==> src/rtl/time_set_ctrl.sv <==
`default_nettype none
// ============================================================================
//  Module   : time_set_ctrl
//  Purpose  : Front-panel controller for a 24-hour clock. Moves the time
//             counter between RUN and a two-field SET mode (hours, minutes)
//             driven by two buttons. Provides inc auto-repeat, blinking of
//             the field being edited, an inactivity timeout, and a single
//             load pulse that commits the edited time.
//  Revision : 1.0  initial release
// ============================================================================
module time_set_ctrl #(
  parameter int HOLD_CYCLES    = 25000000,  // inc hold time before auto-repeat
  parameter int REPEAT_CYCLES  = 5000000,   // auto-repeat period
  parameter int BLINK_CYCLES   = 25000000,  // blink half-period
  parameter int TIMEOUT_CYCLES = 500000000  // idle cycles in SET before abort
) (
  input  logic       clock,
  input  logic       reset,       // asynchronous, active-low
  input  logic       btn_mode,
  input  logic       btn_inc,
  input  logic [4:0] cur_hr,
  input  logic [5:0] cur_min,
  input  logic [5:0] cur_sec,
  output logic       run_en,
  output logic       load,
  output logic [4:0] load_hr,
  output logic [5:0] load_min,
  output logic [4:0] disp_hr,
  output logic [5:0] disp_min,
  output logic [5:0] disp_sec,
  output logic [5:0] blank_mask,
  output logic [1:0] mode
);

  // --------------------------------------------------------------------------
  // Counter widths
  // --------------------------------------------------------------------------
  localparam int HOLD_MAX = (HOLD_CYCLES > REPEAT_CYCLES) ? HOLD_CYCLES : REPEAT_CYCLES;
  localparam int HW = $clog2(HOLD_MAX + 1);
  localparam int BW = (BLINK_CYCLES > 1) ? $clog2(BLINK_CYCLES) : 1;
  localparam int IW = (TIMEOUT_CYCLES > 1) ? $clog2(TIMEOUT_CYCLES) : 1;

  typedef enum logic [1:0] {
    ST_RUN     = 2'b00,
    ST_SET_HR  = 2'b01,
    ST_SET_MIN = 2'b10,
    ST_COMMIT  = 2'b11
  } state_t;

  // --------------------------------------------------------------------------
  // Registers
  // --------------------------------------------------------------------------
  state_t          state_q;
  logic            run_en_q;
  logic            load_q;
  logic [4:0]      edit_hr_q;
  logic [5:0]      edit_min_q;
  logic            btn_mode_q;
  logic            btn_inc_q;
  logic [HW-1:0]   hold_q;      // cycles since the last step while inc held; 0 = not armed
  logic            rep_q;       // 1 once the first auto-repeat step has happened
  logic [BW-1:0]   blink_cnt_q;
  logic            blink_ph_q;
  logic [IW-1:0]   idle_q;

  // --------------------------------------------------------------------------
  // Combinational decode
  // --------------------------------------------------------------------------
  logic mode_rise;
  logic inc_rise;
  logic in_set;
  logic hold_hit;
  logic inc_step;
  logic set_entry;
  logic timeout_hit;

  assign mode_rise = btn_mode & ~btn_mode_q;
  assign inc_rise  = btn_inc  & ~btn_inc_q;
  assign in_set    = (state_q == ST_SET_HR) || (state_q == ST_SET_MIN);

  // First repeat waits HOLD_CYCLES after the initial step, later ones REPEAT_CYCLES
  assign hold_hit  = rep_q ? (hold_q == HW'(REPEAT_CYCLES))
                           : (hold_q == HW'(HOLD_CYCLES));

  // A mode press in the same cycle swallows the step
  assign inc_step  = in_set & ~mode_rise & (inc_rise | (btn_inc & hold_hit));

  // Entering SET_HR from RUN, or SET_MIN from SET_HR
  assign set_entry = mode_rise & ((state_q == ST_RUN) || (state_q == ST_SET_HR));

  assign timeout_hit = in_set & ~mode_rise & ~inc_step &
                       (idle_q == IW'(TIMEOUT_CYCLES - 1));

  // Previous button levels for rising-edge detection
  always_ff @(posedge clock or negedge reset) begin
    if (!reset) begin
      btn_mode_q <= 1'b0;
      btn_inc_q  <= 1'b0;
    end else begin
      btn_mode_q <= btn_mode;
      btn_inc_q  <= btn_inc;
    end
  end

  // Auto-repeat hold counter: armed by a press, cleared on release or mode press
  always_ff @(posedge clock or negedge reset) begin
    if (!reset) begin
      hold_q <= '0;
      rep_q  <= 1'b0;
    end else if (!in_set || !btn_inc || mode_rise) begin
      hold_q <= '0;
      rep_q  <= 1'b0;
    end else if (inc_step) begin
      hold_q <= HW'(1);
      rep_q  <= ~inc_rise;
    end else if (hold_q != '0) begin
      hold_q <= hold_q + HW'(1);
    end
  end

  // Blink phase generator, restarted so an edited field is visible at once
  always_ff @(posedge clock or negedge reset) begin
    if (!reset) begin
      blink_cnt_q <= '0;
      blink_ph_q  <= 1'b0;
    end else if (set_entry || inc_step) begin
      blink_cnt_q <= '0;
      blink_ph_q  <= 1'b0;
    end else if (blink_cnt_q == BW'(BLINK_CYCLES - 1)) begin
      blink_cnt_q <= '0;
      blink_ph_q  <= ~blink_ph_q;
    end else begin
      blink_cnt_q <= blink_cnt_q + BW'(1);
    end
  end

  // Inactivity counter, only runs while editing
  always_ff @(posedge clock or negedge reset) begin
    if (!reset) begin
      idle_q <= '0;
    end else if (!in_set || mode_rise || inc_step || timeout_hit) begin
      idle_q <= '0;
    end else begin
      idle_q <= idle_q + IW'(1);
    end
  end

  // Main sequencer: state, edit values and registered control outputs
  always_ff @(posedge clock or negedge reset) begin
    if (!reset) begin
      state_q    <= ST_RUN;
      run_en_q   <= 1'b1;
      load_q     <= 1'b0;
      edit_hr_q  <= 5'd0;
      edit_min_q <= 6'd0;
    end else begin
      load_q <= 1'b0;
      case (state_q)
        ST_RUN: begin
          if (mode_rise) begin
            edit_hr_q  <= cur_hr;
            edit_min_q <= cur_min;
            state_q    <= ST_SET_HR;
            run_en_q   <= 1'b0;
          end
        end
        ST_SET_HR: begin
          if (mode_rise) begin
            state_q <= ST_SET_MIN;
          end else if (timeout_hit) begin
            state_q  <= ST_RUN;
            run_en_q <= 1'b1;
          end else if (inc_step) begin
            edit_hr_q <= (edit_hr_q == 5'd23) ? 5'd0 : edit_hr_q + 5'd1;
          end
        end
        ST_SET_MIN: begin
          if (mode_rise) begin
            state_q <= ST_COMMIT;
            load_q  <= 1'b1;
          end else if (timeout_hit) begin
            state_q  <= ST_RUN;
            run_en_q <= 1'b1;
          end else if (inc_step) begin
            edit_min_q <= (edit_min_q == 6'd59) ? 6'd0 : edit_min_q + 6'd1;
          end
        end
        ST_COMMIT: begin
          // Counter stays frozen during the load cycle, resumes next cycle
          state_q  <= ST_RUN;
          run_en_q <= 1'b1;
        end
        default: begin
          state_q  <= ST_RUN;
          run_en_q <= 1'b1;
        end
      endcase
    end
  end

  // Display source and digit blanking
  always_comb begin
    disp_hr    = cur_hr;
    disp_min   = cur_min;
    disp_sec   = cur_sec;
    blank_mask = 6'b000000;
    if (state_q != ST_RUN) begin
      disp_hr  = edit_hr_q;
      disp_min = edit_min_q;
      disp_sec = 6'd0;
    end
    if (state_q == ST_SET_HR) begin
      blank_mask = {blink_ph_q, blink_ph_q, 4'b0000};
    end else if (state_q == ST_SET_MIN) begin
      blank_mask = {2'b00, blink_ph_q, blink_ph_q, 2'b00};
    end
  end

  assign run_en   = run_en_q;
  assign load     = load_q;
  assign load_hr  = edit_hr_q;
  assign load_min = edit_min_q;
  assign mode     = state_q;

endmodule
`default_nettype wire

==> config.mk <==
export PLATFORM = sky130hd
export DESIGN_NAME = time_set_ctrl
export DESIGN_NICKNAME = d
export VERILOG_FILES = /design/src/rtl/time_set_ctrl.sv
export SDC_FILE = /design/constraint.sdc
export NUM_CORES = 1
export LEC_CHECK = 0
export CAP_MARGIN = 40
export CORE_UTILIZATION = 30
export CTS_CLUSTER_DIAMETER = 100
export CTS_CLUSTER_SIZE = 8
export DETAILED_ROUTE_END_ITERATION = 10
export GPL_TIMING_DRIVEN = 0
export HOLD_SLACK_MARGIN = 0.1
export PLACE_DENSITY = 0.47
export SYNTH_ARGS = -nofsm -noshare
export SYNTH_HDL_FRONTEND = slang
export SYNTH_SLANG_ARGS = --single-unit
==> constraint.sdc <==
create_clock -name clock -period 6.65 [get_ports clock]
set_input_delay 0.665 -clock clock [delete_from_list [all_inputs] [get_ports clock]]
set_output_delay 0.665 -clock clock [all_outputs]
set_load 0.02 [all_outputs]
Word-level counts from Yosys, hierarchy flattened. Cells that the tools add are included.

Logic and storage cells: 111. Flip-flop bits (word level): 98. Bits of input ports: 21. Output and inout bits: 38.

Equality and inequality tests: 18. Bitwise gates (word level): 15. Muxes and demuxes: 39. $add $sub $neg: 5. Reductions and logical operators: 22.

Operators with widths (number): $mux W25 (5); $add A25 B1 Y25 const B (2); $eq A25 B25 Y1 const B (2); $mux W6 (8); $mux W5 (6); $add A29 B1 Y29 const B (1); $eq A29 B29 Y1 const B (1); $mux W29 (1); $eq A25 B23 Y1 const B (1); $reduce_bool A25 Y1 (1); $ne A2 B2 Y1 const B (8); $pmux W6 S2 (1); $mux W1 (10); $pmux W5 S2 (1); $reduce_and A5 Y1 (2); $reduce_bool A2 Y1 (5); $and A1 B1 Y1 (8); $logic_or A1 B1 Y1 (8); $mux W2 (4); $pmux W2 S4 (1); $add A6 B1 Y6 const B (1); $eq A6 B6 Y1 const B (1); $not A1 Y1 (6); $add A5 B1 Y5 const B (1); other kinds (12) (14).

Depth between registers and ports, before layout. Gate-level depths: netlist (run 1).

Depth after elaboration: 11. Gate-level depth with buffers: 10. Depth with buffers taken out: 8.

Worst setup path before layout (run 1). Ideal clock, no wire load.

Kind: flip-flop to output port. From: register state_q[1] (netlist: mode[1]). To: output blank_mask[5]. Path buffers: 3. Stages on the path, launching flop included: 7. Setup slack: 4.205 ns. Arrival: 1.780 ns. Data required time: 5.985 ns. Path through: dfrtp_1 > inv_1 > ha_1 > clkbuf_1 > clkbuf_1 > and2_1 > buf_4.

Word-level cells in the longest chain between the ends: 2.

RTL lines: start: declaration (RTL line 53) `state_t state_q;`; start signal: assignment (RTL line 151) `state_q <= ST_RUN;`; start signal: assignment (RTL line 163) `state_q <= ST_SET_HR;`; start signal: assignment (RTL line 169) `state_q <= ST_SET_MIN;`; $eq A2 B1 Y1 (RTL line 212) `if (state_q == ST_SET_HR) begin`; $mux W6 (RTL line 212); end: declaration (RTL line 31) `output logic [5:0] blank_mask,`.

Every way passes these cells.

Worst setup path in the final report (run 1).
From: register state_q[0] (netlist: mode[0]). To: output disp_hr[2].

Word-level cells in the longest chain between the ends: 2.

RTL lines: $reduce_bool A2 Y1 (RTL line 207) `if (state_q != ST_RUN) begin`; $mux W5 (RTL line 207); end: declaration (RTL line 28) `output logic [4:0] disp_hr,`.

Every way passes these cells.

==> results of run 1 <==
==> cell type report <==
| type | instances | area (um^2) |
|---|---|---|
| Timing Repair Buffer | 57 | 586 |
| Fill cell | 1760 | 10900 |
| Multi-Input combinational cell | 446 | 2720 |
| Sequential cell | 98 | 2450 |
| Clock buffer | 13 | 260 |
| Tap cell | 225 | 282 |
| Buffer | 28 | 164 |
| Inverter | 18 | 67.6 |
| Clock inverter | 2 | 12.5 |
==> critical path: cells and delay by family (launching register included) <==
kind	cells	cell delay, ps
adder cells (fa/ha/maj)	1	160
flip-flops	1	410
multiplexers	1	420
buffers and inverters	4	1670
==> power groups by stage <==
stage	Combinational, W	Clock, W	Sequential (W)
floorplan	0.000482	0	0.000771
detailed placement	0.000850	0	0.000747
global route	0.000921	0.000544	0.000747
global placement	0.000848	0	0.000745
finish	0.000843	0.000504	0.000737
CTS	0.000855	0.000521	0.000737
==> synth_stat cells (all sizes together) (14+ instances only) <==
master / count / share of area [%]
a21oi: 15 / 1.7
and3: 25 / 2.9
buf: 14 / 2.1
clkbuf: 14 / 0.97
dfrtp: 97 / 45
inv: 18 / 1.3
nand2: 47 / 3.3
nand3: 45 / 4.2
nand4: 14 / 1.6
nor2: 103 / 7.2
nor3: 16 / 1.5
xnor2: 30 / 4.9
xor2: 40 / 6.5
==> final timing paths <==
path	slack, ps	from	depth (start not counted)	to
setup reg to reg	3980	hold_q[8]	8	idle_q[23]
hold reg to reg	490	btn_inc_q	1	hold_q[0]
min in group clock	490	btn_inc_q	1	hold_q[0]
max in group asynchronous	5640	reset	2	idle_q[2]
hold / removal	310	reset	1	hold_q[8]
setup / recovery	2960	mode[0]	6	disp_hr[2]
==> state kept, by name, indices dropped and copies added (netlist names), 2 cells and up <==
name	cells
idle_q	29
blink_cnt_q	25
hold_q	25
load_min	6
load_hr	5
mode	2
==> metrics by stage <==
stage | cells | hold slack [ps] | total power [W] | utilization, %
after CTS | 887 | 332 | 0.00211 | 37.6
after floorplan | 590 | 369 | 0.00125 | -
after global routing | 887 | 356 | 0.00221 | 37.6
after detailed placement | 872 | 481 | 0.00160 | 36.0
after global placement | 871 | 461 | 0.00159 | 35.8
final | 887 | 313 | 0.00208 | 37.6
==> cells by family after synthesis <==
kind of cell	count (synthesis)	share of synthesized area (%)
xor+xnor	70	11.4
flops	98	45.5
compound gates	45	5.61
buf+inv	46	4.29
mux	18	3.66
fa+ha+maj	10	2.32
other cells	1	0.0695
simple gates	301	27.2
==> metal layers <==
| metal | GRT usage (%) | share of wire, % |
|---|---|---|
| met4 | 4.81 | 1.6 |
| met1 | 20.1 | 50 |
| met3 | 3.13 | 2.9 |
| met2 | 23.7 | 46 |
| met5 | 0 | 0 |
==> qor.txt, run 1 <==
DRT iter0 DRCs - 208
Post-Route WL - 12.9 mm
Internal - 0.00130 W
Setup Viol. Count Final - 0
slowest stage delay, CP - 650 ps
#FFs+latches synth - 98
Final Cycle Share - 55.4%
IO buf count - 56
CP arrival - 3020 ps
asr flop ratio synth - 100%
RSZ-0062 raised after global routing - no
ys flop type - dfrtp_1
Critical Path, Cell by Cell - inv_1 -> ha_1 -> clkbuf_1 -> buf_1 -> mux2_2 -> clkdlybuf4s50_1
fmax - 0.271 GHz
Netlist cell types - 60
# diodes - 0
Initial Util - 31.0%
Post-Syn Area - 0.00540 mm^2
clock-pin slew on the worst setup and hold paths - 70 ps
switching power - 0.000784 W
layout cells sized above 1 - 6.65%
CTS tree - built
CP required - 5980 ps
post-placement cell area - 0.00627 mm^2
hpwl dp - 9.28 mm
first-pass GRT wire length - 21.5 mm
worst-case clock buffer depth - 2
Via density - 4.83
NumNets Final - 689
min cycle time layout - 3690 ps
Die Y - 136 um
WS Path Type - flop to output port
Clock Latency Late Sink - 350 ps
TritonCTS Buffers - 9
number of remaining DRC errors - 0
post-CTS sizing - 0
ANT nets after route - 0
Routed WL per cell - 14.6 um
vias - 4287
vias in the first global route - 4238
maxcap violations - 0
Setup TNS Final - 0 ps
worst-path maximum fanout - 10
largest net degree at the start of global routing - 58
Final Worst Setup Slack - 2960 ps
Finished Cell Area - 0.00654 mm^2
clock share of power - 24.2%
CTS H-Tree Depth - 3
VDD IR max - 0.000196 V
Comb pwr share - 40.4%
Post-synth EDFFs - 0
Hold Buf Count CTS - 0
CTS Sinks - 98
run status - completed
most common cell after layout, fill and taps aside - nor2_1
die area - 0.0185 mm^2
sw frac - 37.6%
CTS root buffer - clkbuf_16
Post-Syn Instances - 589
sequential cell area fraction in the yosys report - 45.5%
Hold Vio Cnt, Final - 0
initial antenna violation count - 0
Area growth syn-to-layout - 21.2%
Leak - 2.74 nW
Worst Max-Slew Pin Slew - 766 ps
slowest CP cell - buf_1
Total GRT Usage - 14.9%
routability cong. - 0.787
commonest non-fill, non-tap cells in the layout - 102 x nor2_1, 97 x dfrtp_1, 55 x clkdlybuf4s50_1
Die X - 136 um
grt total ovfl - 0
clock skew - 11.4 ps
Slew headroom - 47.5%
Post CTS Setup Buffer Count - 0
max-slew violation count - 0
Core ar. - 0.0174 mm^2
Startpoint Class - flop
synthesized area per cell - 9.16 um^2
Sequential Power Share - 35.4%
hold crit path type - input pin to asynchronous set/reset pin
PwrDens - 319 mW/mm^2
# rows - 48
drt pass-1 iters - 4
pre-CTS setup slack - 3310 ps
Worst setup EP type - output port
# IOs - 59
synth warn - 0
Power figures use the tool's default switching activity.
==> run 2, diff against run 1 <==
--- a/config.mk
+++ b/config.mk
@@ -12,7 +12,7 @@
 export DETAILED_ROUTE_END_ITERATION = 10
 export GPL_TIMING_DRIVEN = 0
 export HOLD_SLACK_MARGIN = 0.1
-export PLACE_DENSITY = 0.47
+export PLACE_DENSITY = 0.49
 export SYNTH_ARGS = -nofsm -noshare
 export SYNTH_HDL_FRONTEND = slang
 export SYNTH_SLANG_ARGS = --single-unit
==> constraint.sdc (replaced) <==
create_clock -name clock -period 3.1 [get_ports clock]
set_input_delay 0.31 -clock clock [delete_from_list [all_inputs] [get_ports clock]]
set_output_delay 0.31 -clock clock [all_outputs]
set_load 0.02 [all_outputs]
==> qor.txt, run 2 (synthesized netlist as in run 1, its figures left out) <==
run status - completed (unchanged)
Total GRT Usage - 14.5% (was 14.9%)
CP arrival - 2540 ps (was 3020 ps)
WHS - 468 ps (was 313 ps)
VDD IR max - 0.000520 V (was 0.000196 V)
CTS Sinks - 98 (unchanged)
hpwl dp - 9.14 mm (was 9.28 mm)
grt total ovfl - 0 (unchanged)
initial antenna violation count - 0 (unchanged)
IO buf count - 56 (unchanged)
die area - 0.0185 mm^2 (unchanged)
CTS tree - built (unchanged)
Critical Path, Cell by Cell - inv_1 -> ha_1 -> clkbuf_2 -> and2_1 -> buf_4 -> clkdlybuf4s50_1 (was inv_1 -> ha_1 -> clkbuf_1 -> buf_1 -> mux2_2 -> clkdlybuf4s50_1)
number of cells on the worst hold path - 1
max-slew violation count - 0 (unchanged)
worst-case clock buffer depth - 2 (unchanged)
max reg flops - 29 (unchanged)
Post-Place Cells - 872 (unchanged)
R2R Path Start - hold_q[8] (unchanged)
largest net degree at the start of global routing - 57 (was 58)
clock-pin slew on the worst setup and hold paths - 70 ps (about the same)
most common cell after layout, fill and taps aside - nor2_1 (unchanged)
post-placement cell area - 0.00627 mm^2 (unchanged)
clock skew - 7.81 ps (was 11.4 ps)
fmax - 0.350 GHz
Final Worst Setup Slack - 245 ps (was 2960 ps)
Post CTS Setup Buffer Count - 0 (unchanged)
Finished Cell Area - 0.00661 mm^2 (was 0.00654 mm^2)
worst-path maximum fanout - 12 (was 10)
worst reg2reg path depth - 8 (unchanged)
commonest non-fill, non-tap cells in the layout - 102 x nor2_1, 97 x dfrtp_1, 55 x clkdlybuf4s50_1 (unchanged)
hold_sp - btn_mode
Worst setup EP type - output port (unchanged)
drt pass-1 iters - 4 (unchanged)
Leak - 2.78 nW (was 2.74 nW)
vias - 4295 (was 4287)
TritonCTS Buffers - 9 (unchanged)
maxcap violations - 0 (unchanged)
CTS H-Tree Depth - 3 (unchanged)
Worst Max-Slew Pin Slew - 754 ps (was 766 ps)
Die Y - 136 um (unchanged)
RSZ-0062 raised after global routing - no (unchanged)
Final Cycle Share - 92.1%
# IOs - 59 (unchanged)
Post-Route WL - 12.5 mm (was 12.9 mm)
family with the most delay on the worst path - buffers and inverters (unchanged)
Setup TNS Final - 0 ps (unchanged)
slowest CP cell - clkdlybuf4s50_1 (was buf_1)
fin cells - 888 (was 887)
WHS Endpoint - btn_mode_q
Clock Latency Late Sink - 350 ps (about the same)
Area growth syn-to-layout - 22.5% (was 21.2%)
Hold Vio Cnt, Final - 0 (unchanged)
Initial Util - 31.0% (unchanged)
DRT iter0 DRCs - 218 (was 208)
number of remaining DRC errors - 0 (unchanged)
CTS root buffer - clkbuf_16 (unchanged)
Slew headroom - 48.3% (was 47.5%)
CP required - 2790 ps (was 5980 ps)
largest register by flop count - idle_q (unchanged)
WS Path Type - flop to output port (unchanged)
Startpoint Class - flop (unchanged)
r2r endpoint - blink_cnt_q[12] (was idle_q[23])
PwrDens - 698 mW/mm^2 (was 319 mW/mm^2)
Setup Viol. Count Final - 0 (unchanged)
reg2reg setup slack - 420 ps (was 3980 ps)
Largest regs - idle_q: 29 flops, blink_cnt_q: 25 flops, hold_q: 25 flops (unchanged)
WP buf/inv - 4 (unchanged)
Routed WL per cell - 14.1 um (was 14.6 um)
Die X - 136 um (unchanged)
routability cong. - 0.828 (was 0.787)
# rows - 48 (unchanged)
layout cells sized above 1 - 7.54% (was 6.65%)
pre-CTS setup slack - 162 ps (was 3310 ps)
slowest stage delay, CP - 590 ps (was 650 ps)
min cycle time layout - 2850 ps
vias in the first global route - 4236 (was 4238)
NumNets Final - 689 (unchanged)
hold crit path type - input pin to flop (was input pin to asynchronous set/reset pin)
Via density - 4.84 (was 4.83)
Core ar. - 0.0174 mm^2 (unchanged)
first-pass GRT wire length - 21.1 mm (was 21.5 mm)
# diodes - 0 (unchanged)
ANT nets after route - 0 (unchanged)
## run 2: worst register-to-register path: stages, from the launching register on
cell and delay, ps:
dfrtp_1 450, or2_0 240, or4_1 510, a2111o_1 530, a21oi_4 330, or3_1 180, buf_6 130, buf_8 130
nor2_1 50
## run 2: what timing repair did
action                                  4_1_cts  5_1_grt
gates cloned                                  0        0
hold buffers                                  1        0
gates resized for setup                       3        3
hold endpoints to repair                     42        0
endpoints found under the setup margin       11        9
## run 2: layout make-up
type / count / area, um^2
sequential: 98 / 2450
timing repair buffer: 58 / 596
clock buffer: 11 / 243
tap: 225 / 282
buffer: 27 / 168
fill: 1730 / 10800
clock inverter: 5 / 85.1
inverter: 18 / 67.6
multi-input combinational: 446 / 2720
## run 2: where the power goes
part           leakage [nW]  switching, W  internal (W)
Clock                 0.156      0.000504      0.000734
Combinational          1.29      0.000999      0.000804
Sequential             1.33      0.000165       0.00141
## run 2: per-layer routing
layer  global-route usage (%)  share of wire [%]
met4                     2.59               0.92
met1                     19.6                 49
met5                        0                  0
met3                     3.84                3.2
met2                     23.5                 47
## run 2: worst max-delay path by stage
| stage | startpoint | cells past startpoint | to | slack [ps] |
|---|---|---|---|---|
| finish | mode[1] | 6 | blank_mask[5] | 250 |
| global route | mode[1] | 6 | blank_mask[5] | 110 |
| CTS | mode[1] | 6 | disp_hr[1] | 50 |
| detailed placement | mode[0] | 6 | disp_hr[1] | 160 |
| global placement | reset | 1 | idle_q[24] | -2210 |
| floorplan | hold_q[8] | 8 | blink_cnt_q[15] | 710 |
## run 2: metrics by stage
step                      power [W]  utilization [%]
after floorplan             0.00269                -
after global placement      0.00341             35.8
after detailed placement    0.00342             36.0
after CTS                   0.00468             38.0
after global routing        0.00491             38.0
final                       0.00462             38.0
